File: src/rtl/gyj_uart_rx_core_pkg.sv
// gyj_uart_rx_core_pkg: shared UART constants, receiver FSM states and holding-register layout
package gyj_uart_rx_core_pkg;
  localparam int OS_RATE = 16;
  localparam int OS_W    = $clog2(OS_RATE);
  localparam logic [OS_W-1:0] OS_SAMP0 = OS_W'(OS_RATE / 2 - 1);
  localparam logic [OS_W-1:0] OS_SAMP1 = OS_W'(OS_RATE / 2);
  localparam logic [OS_W-1:0] OS_VOTE  = OS_W'(OS_RATE / 2 + 1);
  localparam logic [OS_W-1:0] OS_LAST  = OS_W'(OS_RATE - 1);
  localparam int CSR_RX_DONE      = 4;
  localparam int CSR_DIV_LSB      = 16;
  localparam int CSR_DIV_MSB      = 31;
  localparam int CTRL_UART_EN     = 0;
  localparam int CTRL_TX_EN       = 1;
  localparam int CTRL_RX_EN       = 2;
  localparam int CTRL_BAUD_EN     = 3;
  localparam int CTRL_NO_PARITY   = 4;
  localparam int CTRL_PARITY_EVEN = 5;
  typedef enum logic [2:0] {
    ST_IDLE,
    ST_START,
    ST_DATA,
    ST_PARITY,
    ST_STOP
  } rx_state_e;
  typedef struct packed {
    logic [7:0] data;
    logic       perr;
    logic       ferr;
  } rx_buf_t;
  function automatic logic maj3(input logic a, input logic b, input logic c);
    return (a & b) | (a & c) | (b & c);
  endfunction
endpackage

File: src/rtl/gyj_uart_baud_tick.sv
// gyj_uart_baud_tick: oversample tick generator, one tick every i_div+1 clocks, held at 0 while cleared
module gyj_uart_baud_tick #(
  parameter int DIV_W = 16
) (
  input  logic             clk,
  input  logic             rst_n,
  input  logic             i_clr,
  input  logic [DIV_W-1:0] i_div,
  output logic             o_tick
);
  logic [DIV_W-1:0] div_cnt_q, div_cnt_d;
  // >= keeps a mid-frame divisor shrink from running the counter the long way round
  always_comb begin
    o_tick    = !i_clr && (div_cnt_q >= i_div);
    div_cnt_d = (i_clr || o_tick) ? '0 : div_cnt_q + 1'b1;
  end
  always_ff @(posedge clk or negedge rst_n) begin
    if (!rst_n) div_cnt_q <= '0;
    else        div_cnt_q <= div_cnt_d;
  end
endmodule

File: src/rtl/gyj_uart_rx_core.sv
// gyj_uart_rx_core: 16x-oversampled UART receiver with majority vote, parity/framing checks and one-byte holding register
module gyj_uart_rx_core
  import gyj_uart_rx_core_pkg::*;
#(
  parameter int DIV_W = 16
) (
  input  logic             clk,
  input  logic             rst_n,
  input  logic [DIV_W-1:0] i_baud_div,
  input  logic             i_rx_en,
  input  logic             i_parity_en,
  input  logic             i_parity_even,
  input  logic             i_rxd,
  output logic [7:0]       o_rx_data,
  output logic             o_rx_valid,
  input  logic             i_rx_ready,
  output logic             o_parity_err,
  output logic             o_frame_err,
  output logic             o_overrun,
  input  logic             i_ovr_clr
);
  logic            sync1_q, sync1_d, rxd_s_q, rxd_s_d, rxd_prev_q, rxd_prev_d;
  logic            armed_q, armed_d;
  logic [1:0]      vld_q, vld_d, samp_q, samp_d;
  rx_state_e       state_q, state_d;
  logic [OS_W-1:0] os_cnt_q, os_cnt_d;
  logic [2:0]      bit_idx_q, bit_idx_d;
  logic [7:0]      shift_q, shift_d;
  logic            par_q, par_d;
  rx_buf_t         buf_q, buf_d;
  logic            rx_valid_q, rx_valid_d, ovr_q, ovr_d;
  logic            tick, idle, fall, vote, at_vote, at_wrap, done, take, perr;

  gyj_uart_baud_tick #(.DIV_W(DIV_W)) u_baud_tick (
    .clk    (clk),
    .rst_n  (rst_n),
    .i_clr  (idle),
    .i_div  (i_baud_div),
    .o_tick (tick)
  );

  // armed only once the synchronizer holds a real line sample of 1, so a line low at reset release is not a start
  always_comb begin
    sync1_d    = i_rxd;
    rxd_s_d    = sync1_q;
    rxd_prev_d = rxd_s_q;
    vld_d      = {vld_q[0], 1'b1};
    armed_d    = armed_q | (vld_q[1] & rxd_s_q);
    idle       = (state_q == ST_IDLE) || !i_rx_en;
    fall       = armed_q & rxd_prev_q & ~rxd_s_q;
    vote       = maj3(samp_q[1], samp_q[0], rxd_s_q);
    at_vote    = tick && (os_cnt_q == OS_VOTE);
    at_wrap    = tick && (os_cnt_q == OS_LAST);
  end

  always_comb begin
    state_d = state_q;
    if (!i_rx_en) state_d = ST_IDLE;
    else
      unique case (state_q)
        ST_IDLE:   state_d = fall ? ST_START : ST_IDLE;
        ST_START:  state_d = (at_vote && vote) ? ST_IDLE : at_wrap ? ST_DATA : ST_START;
        ST_DATA:   state_d = (at_wrap && bit_idx_q == 3'd7) ? (i_parity_en ? ST_PARITY : ST_STOP) : ST_DATA;
        ST_PARITY: state_d = at_wrap ? ST_STOP : ST_PARITY;
        ST_STOP:   state_d = at_vote ? ST_IDLE : ST_STOP;
        default:   state_d = ST_IDLE;
      endcase
  end

  // stop is resolved mid-bit so the next start edge is seen even when frames are back to back
  always_comb begin
    os_cnt_d   = idle ? '0 : tick ? os_cnt_q + 1'b1 : os_cnt_q;
    samp_d     = (tick && (os_cnt_q == OS_SAMP0 || os_cnt_q == OS_SAMP1)) ? {samp_q[0], rxd_s_q} : samp_q;
    bit_idx_d  = (state_q == ST_START) ? 3'd0 : (state_q == ST_DATA && at_wrap) ? bit_idx_q + 1'b1 : bit_idx_q;
    shift_d    = (state_q == ST_DATA && at_vote) ? {vote, shift_q[7:1]} : shift_q;
    par_d      = (state_q == ST_PARITY && at_vote) ? vote : par_q;
    done       = (state_q == ST_STOP) && at_vote;
    take       = !rx_valid_q || i_rx_ready;
    perr       = i_parity_en & (^{shift_q, par_q, ~i_parity_even});
    buf_d      = (done && take) ? '{data: shift_q, perr: perr, ferr: ~vote} : buf_q;
    rx_valid_d = done ? (take | rx_valid_q) : (rx_valid_q & ~i_rx_ready);
    ovr_d      = (done && !take) ? 1'b1 : i_ovr_clr ? 1'b0 : ovr_q;
  end

  always_ff @(posedge clk or negedge rst_n) begin
    if (!rst_n) state_q <= ST_IDLE;
    else        state_q <= state_d;
  end

  always_ff @(posedge clk or negedge rst_n) begin
    if (!rst_n) begin
      sync1_q    <= 1'b1;
      rxd_s_q    <= 1'b1;
      rxd_prev_q <= 1'b1;
      vld_q      <= '0;
      armed_q    <= 1'b0;
      samp_q     <= '0;
      os_cnt_q   <= '0;
      bit_idx_q  <= '0;
      shift_q    <= '0;
      par_q      <= 1'b0;
      buf_q      <= '0;
      rx_valid_q <= 1'b0;
      ovr_q      <= 1'b0;
    end else begin
      sync1_q    <= sync1_d;
      rxd_s_q    <= rxd_s_d;
      rxd_prev_q <= rxd_prev_d;
      vld_q      <= vld_d;
      armed_q    <= armed_d;
      samp_q     <= samp_d;
      os_cnt_q   <= os_cnt_d;
      bit_idx_q  <= bit_idx_d;
      shift_q    <= shift_d;
      par_q      <= par_d;
      buf_q      <= buf_d;
      rx_valid_q <= rx_valid_d;
      ovr_q      <= ovr_d;
    end
  end

  assign o_rx_data    = buf_q.data;
  assign o_parity_err = buf_q.perr;
  assign o_frame_err  = buf_q.ferr;
  assign o_rx_valid   = rx_valid_q;
  assign o_overrun    = ovr_q;
endmodule

File: config.mk
export PLATFORM = sky130hd
export DESIGN_NAME = gyj_uart_rx_core
export DESIGN_NICKNAME = d
export VERILOG_FILES = /design/src/rtl/gyj_uart_rx_core_pkg.sv /design/src/rtl/gyj_uart_baud_tick.sv /design/src/rtl/gyj_uart_rx_core.sv
export SDC_FILE = /design/constraint.sdc
export NUM_CORES = 1
export LEC_CHECK = 0
export BUFFER_PORTS_ARGS = -buffer_cell sky130_fd_sc_hd__buf_4
export CAP_MARGIN = 0
export CORE_ASPECT_RATIO = 1.4
export CORE_UTILIZATION = 50
export CTS_BUF_LIST = sky130_fd_sc_hd__clkbuf_16
export DETAILED_ROUTE_END_ITERATION = 10
export PLACE_DENSITY = 0.76
export SYNTH_ARGS = -nofsm -noshare
export SYNTH_HDL_FRONTEND = slang
export SYNTH_SLANG_ARGS = --single-unit
export TNS_END_PERCENT = 100
File: constraint.sdc
create_clock -name clk -period 5.55 [get_ports clk]
set_input_delay 0.555 -clock clk [delete_from_list [all_inputs] [get_ports clk]]
set_output_delay 0.555 -clock clk [all_outputs]
set_load 0.02 [all_outputs]
==> impl_metrics.tcl <==
set metrics [dict create \
    status "complete, no violations" \
    finalCriticalPeriod_ps 3330 \
    p_per_area_mw_per_mm2 217 \
    syn_to_final_growth_pct 15.2 \
    path_common_cell "a2111oi_4" \
    io_buffer_count 35 \
    ant_nets 0 \
    syn_nets 322 \
    dieArea_sq_mm 0.00637 \
    clk_pin_slew_ps 60 \
    postRouteWirelength_microns 5540 \
    synthCells 276 \
    synth_top_family_by_area "simple AND/OR/NAND/NOR gates" \
    gp_congestion 0.780 \
    cts_root_buf "clkbuf_16" \
    yosys.cell_types.count 49 \
    dr.first_iter.drc_count 74 \
    drc 0 \
    end_kind "flop" \
    synthArstFlopShare 1.00 \
    gr-total-overflow 0 \
    combPwrFrac 0.067 \
    final_cell_mix "dfrtp_1, buf_4, inv_1, nor2_1, ha_1" \
    grt_pass1_wl_microns 9370 \
    drive_gt1_frac 0.227 \
    fin_skew_ps 4.44 \
    synth_compound_area_frac 0.0960 \
    clock_power_share 0.390 \
    synth-edff-count 0 \
    cts_tree "built" \
    rsz0062_at_grt "no" \
    p_int_w 0.000592 \
    diodes 0 \
    dp_hpwl_microns 4150 \
    die_height_microns 94.0 \
    p_sw_frac 0.216 \
    worstSkewPairLatency_ps 290 \
    max_freq_ghz 0.300 \
    grt_max_degree 56 \
    p_leak_nw 1.67 \
    start_util 0.516 \
    final_hold_viol_count 0 \
    dpl_cell_area_sq_mm 0.00335 \
    finalSetupTns_ps 0 \
    worst_slew_pin_slew_ps 1160 \
    clock_path_buffers 2 \
    yosys.area_share.simple 0.156 \
    crit_path_start "u_baud_tick.div_cnt_q[0]" \
    ir_worst_vdd_uv 192 \
    dr.pass1.iters 4 \
    synthMuxAreaShare 0.0873 \
    p_seq_frac 0.544 \
    maxSlewViolCount 0 \
    crit_slowest_cell "a2111oi_4" \
    num_vias 2091 \
    critical_path.cell_chain "inv_1, ha_1, nand2b_1, a2111oi_2, a2111oi_4, a2111oi_4, or4_1, mux2_4" \
    cap_violations 0 \
    hold_class "in -> async" \
    wl_per_cell_microns 14.5 \
    hold_ws_ps 296 \
    final_common_cell "dfrtp_1" \
    ys_seq_area_frac 0.456 \
    synth_xor_area_frac 0.0695 \
    cts_buffers 5 \
    fin_area_sq_mm 0.00348 \
    grt_usage 0.196 \
    syn-cell-area_sq_mm 0.00302 \
    final.period_utilization 0.600 \
    num_io_pins 36 \
    relSlewSlack 0.223 \
    nets 358 \
    synth_adder_area_share 0.0943 \
    nFillCells 507 \
    core_sq_mm 0.00586 \
    core.rowCount 33 \
    cpPeakStageDelay_ps 750 \
    crit_fanout 14 \
    arrival_ps 3500 \
    postSynthAreaPerCell_sq_um 11.0 \
    required_ps 5720 \
    power.net_switching_w 0.000163 \
    worstReg2RegStart "u_baud_tick.div_cnt_q[0]" \
    startpoint_type "flop" \
    ctsResizeCount 0 \
    die_w_microns 67.7 \
    cts_max_level 2 \
    vias_per_cell 5.46 \
    grt_pass1_vias 2130 \
    ctsHoldBuffers 0 \
    post-cts-setup-buffers 0 \
    setup.worst_path.class "reg -> reg" \
    finalSetupViolations 0 \
    ys.flop_type "dfrtp_1" \
    antenna_found_initial 0 \
    cts_sinks 55 \
    synth_warnings 0 \
    synth_seq_cells 55 \
]
[power groups by stage]
stage               combinational [W]  sequential [W]  clock [W]
floorplan                   0.0000257        0.000416          0
detailed placement          0.0000514        0.000418          0
global placement            0.0000497        0.000418          0
CTS                         0.0000517        0.000410   0.000301
finish                      0.0000502        0.000410   0.000294
global route                0.0000572        0.000411   0.000317
[synthesized netlist by cell type (3+ instances only)]
| cell | count | area, sq um |
|---|---|---|
| a21o_1 | 3 | 22.5 |
| a21oi_1 | 7 | 35.0 |
| and3_1 | 4 | 25.0 |
| buf_2 | 3 | 15.0 |
| dfrtp_1 | 52 | 1300 |
| dfstp_2 | 3 | 78.8 |
| ha_1 | 22 | 275 |
| inv_1 | 23 | 86.3 |
| mux2_2 | 11 | 124 |
| mux2_4 | 8 | 120 |
| nand2_1 | 13 | 48.8 |
| nand2b_1 | 7 | 43.8 |
| nand3_1 | 13 | 65.1 |
| nand4_1 | 8 | 50.1 |
| nor2_1 | 25 | 93.8 |
| o211ai_1 | 5 | 37.5 |
| o21ai_0 | 4 | 20.0 |
| o31ai_1 | 4 | 30.0 |
| or3_1 | 3 | 18.8 |
| xnor2_1 | 14 | 123 |
| xor2_1 | 10 | 87.6 |
[metal layers]
metal  vias to the layer above  track usage  wire length (microns)
li1                       1033            -                      -
met1                      1010        0.239                   2390
met2                        39        0.339                   2850
met3                         9       0.0279                    174
met4                         0       0.0727                    121
met5                         -            0                      0
[area by class of cell]
class	instances	area, sq um	share of cell area
repair buffers	35	263	0.0754
clock inverters	3	12.5	0.00359
inverters	23	86.3	0.0248
clock buffers	5	125	0.0359
flip-flops and latches	55	1380	0.396
multi-input cells	192	1530	0.439
well taps	70	87.6	0.0251
[registers in the layout, indices dropped and copies added (netlist names)]
| name | flops |
|---|---|
| armed_q | 1 |
| bit_idx_q | 3 |
| vld_q | 2 |
| o_frame_err | 1 |
| state_q | 3 |
| rxd_prev_q | 1 |
| par_q | 1 |
| rxd_prev_d | 1 |
| o_rx_data | 8 |
| rxd_s_d | 1 |
| u_baud_tick.div_cnt_q | 16 |
| o_rx_valid | 1 |
| shift_q | 8 |
| samp_q | 2 |
| os_cnt_q | 4 |
| o_parity_err | 1 |
| o_overrun | 1 |
[final timing paths]
path	end	slack, ps	depth (start not counted)
worst max-delay path	shift_q[7]	2220	8
worst min-delay path	u_baud_tick.div_cnt_q[4]	300	1
worst max register to register	shift_q[7]	2220	8
worst min register to register	vld_q[1]	350	0
max in group asynchronous	o_rx_data[0]	4790	1
min in group clk	vld_q[1]	350	0
[per-stage QoR]
| step | utilization | setup slack [ps] | cells | power [W] |
|---|---|---|---|---|
| 6_report | 0.594 | 2220 | 383 | 0.000755 |
| 5_1_grt | 0.594 | 2050 | 383 | 0.000785 |
| 4_1_cts | 0.594 | 2200 | 383 | 0.000763 |
| 3_5_place_dp | 0.571 | 2020 | 375 | 0.000469 |
| 3_3_place_gp | 0.571 | 2090 | 375 | 0.000467 |
| 2_1_floorplan | - | 2860 | 276 | 0.000441 |
[critical path, delay by kind of cell (launching register included)]
kind / cells / cell delay [ps]
buffers and inverters: 1 / 70
adders and majority gates: 1 / 260
DFF: 1 / 440
and+or+nand+nor: 2 / 720
AOI/OAI and AO/OA: 3 / 1380
muxes: 1 / 340
[cells by family (layout without fill, tap and decap cells)]
group           after synthesis  after routing
mux                          21             21
buf+inv                      29             66
fa+ha+maj                    23             23
flops                        55             55
simple gates                 88             88
other cells                   1              1
compound gates               35             35
xor+xnor                     24             24
(Power assumes the default switching activity.)
